$ cat src/rtl/cache_line_xfer_ctrl_pkg.sv
// Shared definitions for the cache data RAM line transfer controller:
// default geometry, FSM state encoding and the line-alignment helper.
package cache_line_xfer_ctrl_pkg;

   localparam int unsigned RAM_AW     = 5;
   localparam int unsigned LINE_WORDS = 2;

   typedef enum logic [3:0] {
      IDLE,
      WB_REQ,
      WB_RD,
      WB_LAT,
      WB_DATA,
      WB_RESP,
      RF_REQ,
      RF_DATA,
      DONE
   } xfer_state_t;

   // Clears the byte-offset bits of a line of 'words' 64-bit words.
   function automatic logic [31:0] line_align(input logic [31:0] addr, input int unsigned words);
      logic [31:0] mask;
      mask = 32'(words * 8) - 32'd1;
      return addr & ~mask;
   endfunction

endpackage

$ cat src/rtl/cache_line_xfer_ctrl.sv
// Miss-service controller on the data RAM port: optional victim writeback
// (RAM read -> memory write burst) followed by a line refill (read burst -> RAM).
module cache_line_xfer_ctrl
   import cache_line_xfer_ctrl_pkg::*;
#(
   parameter int unsigned RAM_AW     = cache_line_xfer_ctrl_pkg::RAM_AW,
   parameter int unsigned LINE_WORDS = cache_line_xfer_ctrl_pkg::LINE_WORDS,
   parameter int unsigned SET_W      = RAM_AW - $clog2(LINE_WORDS)
) (
   input  logic              clk,
   input  logic              rst,
   input  logic              req_valid,
   output logic              req_ready,
   input  logic              req_wb,
   input  logic [SET_W-1:0]  req_set,
   input  logic [31:0]       req_wb_addr,
   input  logic [31:0]       req_rf_addr,
   output logic              done,
   output logic              done_err,
   output logic [RAM_AW-1:0] ram_addr,
   output logic [63:0]       ram_wdata,
   output logic              ram_we,
   input  logic [63:0]       ram_rdata,
   output logic              mem_req_valid,
   input  logic              mem_req_ready,
   output logic              mem_req_write,
   output logic [31:0]       mem_req_addr,
   output logic              mem_wvalid,
   input  logic              mem_wready,
   output logic [63:0]       mem_wdata,
   output logic              mem_wlast,
   input  logic              mem_bvalid,
   input  logic              mem_rvalid,
   output logic              mem_rready,
   input  logic [63:0]       mem_rdata,
   input  logic              mem_rlast
);

   localparam int unsigned      CNT_W    = $clog2(LINE_WORDS);
   localparam logic [CNT_W-1:0] CNT_LAST = CNT_W'(LINE_WORDS - 1);

   xfer_state_t      state;
   logic [CNT_W-1:0] cnt;
   logic [SET_W-1:0] set_q;
   logic [31:0]      wb_addr_q;
   logic [31:0]      rf_addr_q;
   logic [63:0]      wbuf;
   logic             err_q;
   logic             cnt_last;

   assign cnt_last = (cnt == CNT_LAST);

   always_ff @(posedge clk) begin
      if (rst) begin
         state     <= IDLE;
         cnt       <= '0;
         err_q     <= 1'b0;
         set_q     <= '0;
         wb_addr_q <= '0;
         rf_addr_q <= '0;
         wbuf      <= '0;
      end else begin
         case (state)
            IDLE: if (req_valid) begin
               set_q     <= req_set;
               wb_addr_q <= req_wb_addr;
               rf_addr_q <= req_rf_addr;
               cnt       <= '0;
               err_q     <= 1'b0;
               state     <= req_wb ? WB_REQ : RF_REQ;
            end
            WB_REQ:  if (mem_req_ready) state <= WB_RD;
            WB_RD:   state <= WB_LAT;
            WB_LAT: begin
               wbuf  <= ram_rdata;
               state <= WB_DATA;
            end
            // cnt + 1 wraps back to zero after the last word of the line.
            WB_DATA: if (mem_wready) begin
               cnt   <= cnt + 1'b1;
               state <= cnt_last ? WB_RESP : WB_RD;
            end
            WB_RESP: if (mem_bvalid) state <= RF_REQ;
            RF_REQ:  if (mem_req_ready) state <= RF_DATA;
            RF_DATA: if (mem_rvalid) begin
               if (mem_rlast != cnt_last) err_q <= 1'b1;
               cnt <= cnt + 1'b1;
               if (cnt_last) state <= DONE;
            end
            DONE:    state <= IDLE;
            default: state <= IDLE;
         endcase
      end
   end

   assign req_ready     = (state == IDLE);
   assign mem_req_valid = (state == WB_REQ) || (state == RF_REQ);
   assign mem_req_write = (state == WB_REQ);
   assign mem_req_addr  = (state == WB_REQ) ? line_align(wb_addr_q, LINE_WORDS) :
                          (state == RF_REQ) ? line_align(rf_addr_q, LINE_WORDS) : '0;
   assign mem_wvalid    = (state == WB_DATA);
   assign mem_wdata     = (state == WB_DATA) ? wbuf : '0;
   assign mem_wlast     = (state == WB_DATA) && cnt_last;
   assign mem_rready    = (state == RF_DATA);
   assign ram_addr      = {set_q, cnt};
   assign ram_we        = (state == RF_DATA) && mem_rvalid;
   assign ram_wdata     = ram_we ? mem_rdata : '0;
   assign done          = (state == DONE);
   assign done_err      = (state == DONE) && err_q;

endmodule
$ cat config.mk
export PLATFORM = sky130hd
export DESIGN_NAME = cache_line_xfer_ctrl
export DESIGN_NICKNAME = d
export VERILOG_FILES = /design/src/rtl/cache_line_xfer_ctrl_pkg.sv /design/src/rtl/cache_line_xfer_ctrl.sv
export SDC_FILE = /design/constraint.sdc
export NUM_CORES = 1
export LEC_CHECK = 0
export CORE_MARGIN = 3
export CORE_UTILIZATION = 25
export CTS_BUF_LIST = sky130_fd_sc_hd__clkbuf_2
export CTS_CLUSTER_DIAMETER = 200
export DETAILED_ROUTE_END_ITERATION = 16
export GPL_TIMING_DRIVEN = 0
export SYNTH_ARGS = -nofsm -noshare
export SYNTH_HDL_FRONTEND = slang
export SYNTH_SLANG_ARGS = --single-unit
$ cat constraint.sdc
create_clock -name clk -period 2.9 [get_ports clk]
set_input_delay 0.435 -clock clk [delete_from_list [all_inputs] [get_ports clk]]
set_output_delay 0.435 -clock clk [all_outputs]
set_load 0.02 [all_outputs]
==> impl_metrics.json <==
{
  "setup_violations": 0,
  "vias": 7159,
  "synthXorXnorAreaFrac_pct": 0.139,
  "async_reset_ff_share_pct": 0,
  "yosys.area_share.adder_pct": 0,
  "grt_pass1_vias": 6973,
  "cpMaxStageDelayCell": "dfxtp_4",
  "synth_top_family_by_area": "simple AND/OR/NAND/NOR gates",
  "max_freq_mhz": 363,
  "clock_path_buffers": 2,
  "skew_ns": 0.0699,
  "drc": 0,
  "cts_sinks": 130,
  "antenna_found_initial": 5,
  "syn_avg_cell_area_um2": 7.40,
  "cts_max_level": 4,
  "synth-compound-area-share_pct": 14.5,
  "vdd_drop_max_mv": 0.292,
  "gr-total-overflow": 0,
  "setup.worst_path.end_class": "output pin",
  "rsz0062_at_grt": "yes",
  "hold_violations": 0,
  "critPathLaunchType": "register",
  "crit_required_ns": 2.47,
  "cap_violations": 0,
  "yosys_most_used_dff": "dfxtp_1",
  "drt-initial-drc-count": 360,
  "synth.distinct_cells": 40,
  "power_leakage_nw": 4.57,
  "clk_pin_slew_worst_paths_ns": 0.31,
  "worstPathMaxFanout": 8,
  "syn_inst": 851,
  "wl_mm": 28.1,
  "timing.rr.start": "state[0]",
  "synth_top_area_share_pct": 41.3,
  "grt_usage_pct": 19.7,
  "io_buffers": 366,
  "dieArea_mm2": 0.0271,
  "hold_path_class": "in2reg",
  "crit_family": "buffers and inverters",
  "status": "completed",
  "ys_seq_area_share_pct": 41.3,
  "crit_end": "mem_req_addr[5]",
  "synthTopCellsByArea": "dfxtp_1 (41%), nand2_1 (18%), a21oi_1 (11%), and2_1 (6.8%), and3_1 (6.4%)",
  "grt_pass1_wl_mm": 40.4,
  "cts_buffers": 17,
  "initial_core_util_pct": 25.7,
  "die_height_um": 165,
  "post-place-cells": 1544,
  "drv_slew": 0,
  "synthMuxAreaShare_pct": 1.01,
  "areaGrowthSynthToFinish_pct": 69.9,
  "ff2ff_path_depth": 6,
  "final_nets": 1457,
  "slowest_delay_ns": 0.41,
  "gp_congestion": 0.847,
  "core_area_mm2": 0.0245,
  "ctsHoldBuffers": 0,
  "cp.depth": 8,
  "hpwl_mm": 22.0,
  "ios": 379,
  "synth_commonest_cells": "nand2_1 (308), a21oi_1 (136), dfxtp_1 (130)",
  "synthSimpleGateAreaFrac_pct": 34.9,
  "cpMostUsedCell": "buf_8",
  "fin_util_pct": 43.6,
  "r2r_slack_ns": 1.14,
  "min-delay-start": "req_rf_addr[26]",
  "vias_per_cell": 4.49,
  "synthesis.area_mm2": 0.00630,
  "setup_ws_ns": 0.149,
  "place_area_mm2": 0.0104,
  "fin_crit_ns": 2.75,
  "clk_root_buffer_cell": "clkbuf_2",
  "grt_max_degree": 18,
  "path_cells": "buf_6 > or3_4 > inv_4 > buf_8 > buf_8 > nand2_1 > a21oi_2 > buf_4",
  "worst_pin_slew_ns": 0.776,
  "rows": 57,
  "critical_path_class": "reg2out",
  "startpoint": "state[3]",
  "synth_edf_count": 0,
  "ys_warn_count": 0,
  "slew_headroom_pct": 48.2,
  "worstReg2RegEnd": "rf_addr_q[15]",
  "wl_per_cell_um": 17.6,
  "ant_nets": 0,
  "p_per_area_mw_per_mm2": 607,
  "pre_cts_slack_ns": -0.238,
  "arrival_ns": 2.32,
  "ys_ff_latch": 130,
  "insertion_delay_ns": 0.75,
  "drive_gt1_share_pct": 22.3,
  "design_area_mm2": 0.0107,
  "fin_crit_sh_pct": 94.9,
  "cts_tree": "built",
  "synth_top_area_cell": "dfxtp_1",
  "critPathBufInv": 5,
  "fp.dieW_um": 165,
  "dr.pass1.iters": 4,
  "synth_most_common_cell": "nand2_1",
  "fin_cells": 1594
}
-- power by group --
group | internal (mW) | total [mW] | switching (mW)
Sequential | 2.08 | 2.25 | 0.169
Combinational | 1.38 | 3.03 | 1.65
Clock | 0.306 | 1.22 | 0.918
-- how the worst min path moves through the flow --
| stage | endpoint | slack [ns] | depth (start not counted) |
|---|---|---|---|
| after floorplan | wbuf[0] | 0.43 | 2 |
| after global placement | wbuf[42] | 0.44 | 2 |
| after detailed placement | wbuf[46] | 0.44 | 2 |
| after CTS | rf_addr_q[26] | 0.08 | 3 |
| after global routing | rf_addr_q[26] | 0.05 | 3 |
| final | rf_addr_q[26] | 0.18 | 3 |
-- metal layers --
metal | track usage, % | vias up | part of all wire [%]
met4 | 7.32 | 0 | 2.4
met5 | 0 | - | 0
li1 | - | 3570 | -
met1 | 21.0 | 3292 | 37
met2 | 37.0 | 266 | 54
met3 | 5.27 | 31 | 6.5
-- what timing repair did --
action / 4_1_cts / 5_1_grt
resized for setup: 549 / 155
endpoints found under the setup margin: 164 / 137
pin swaps: 4 / 6
gates cloned: 1 / 2
setup buffers: 10 / 1
endpoints found under the hold margin: 0 / 0
-- flip-flops by register name, summed over array words and instances, names as in the netlist --
| name | flops |
|---|---|
| cnt | 1 |
| err_q | 1 |
| rf_addr_q | 28 |
| set_q | 4 |
| state | 4 |
| wb_addr_q | 28 |
| wbuf | 64 |
-- per-stage QoR --
step           total power [mW]  TNS (ns)  hold WS (ns)
2_1_floorplan              3.90         0         0.432
5_1_grt                    6.96    -0.181        0.0458
3_5_place_dp               4.92     -7.80         0.442
4_1_cts                    6.37         0        0.0819
3_3_place_gp               4.90     -8.10         0.437
6_report                   6.50         0         0.176
-- cell usage in the layout (no fill, tap or decap), types with 8 or more instances in the layout --
| cell type | synthesis | routed |
|---|---|---|
| and3_1 | 64 | 62 |
| a21oi_1 | 136 | 124 |
| dfxtp_1 | 130 | 126 |
| buf_2 | 5 | 55 |
| and2_4 | 0 | 9 |
| buf_8 | 0 | 8 |
| clkdlybuf4s50_1 | 0 | 201 |
| clkdlybuf4s15_2 | 0 | 8 |
| a21oi_2 | 17 | 23 |
| buf_6 | 17 | 36 |
| buf_4 | 12 | 55 |
| dlygate4sd2_1 | 0 | 35 |
| clkbuf_2 | 7 | 34 |
| nand2_1 | 308 | 304 |
| clkbuf_1 | 39 | 32 |
| and2_1 | 68 | 59 |
-- cells by family (layout without fill, tap and decap cells) --
kind of cell              Yosys count  in the layout
xor gates and xnor gates            1              1
buffers and inverters              85            496
DFF                               130            130
other                               1              9
muxes                               6              6
and+or+nand+nor                   465            465
AOI/OAI and AO/OA                 163            163
-- worst register-to-register path, cell delays in order, from the launching register on --
cell	delay (ns)
dfxtp_4	0.43
buf_4	0.15
nor4_4	0.32
nand2_1	0.25
clkbuf_1	0.32
nand2_1	0.15
a21oi_1	0.07
-- layout make-up --
type,count,area (µm²)
fill,2601,13800
timing repair buffer,380,3420
multi-input combinational,639,3350
sequential,130,2620
buffer,81,617
tap,324,405
clock inverter,15,186
clock buffer,17,85.1
inverter,3,13.8
antenna,5,12.5
No activity file was read; power rests on OpenSTA's default activity.
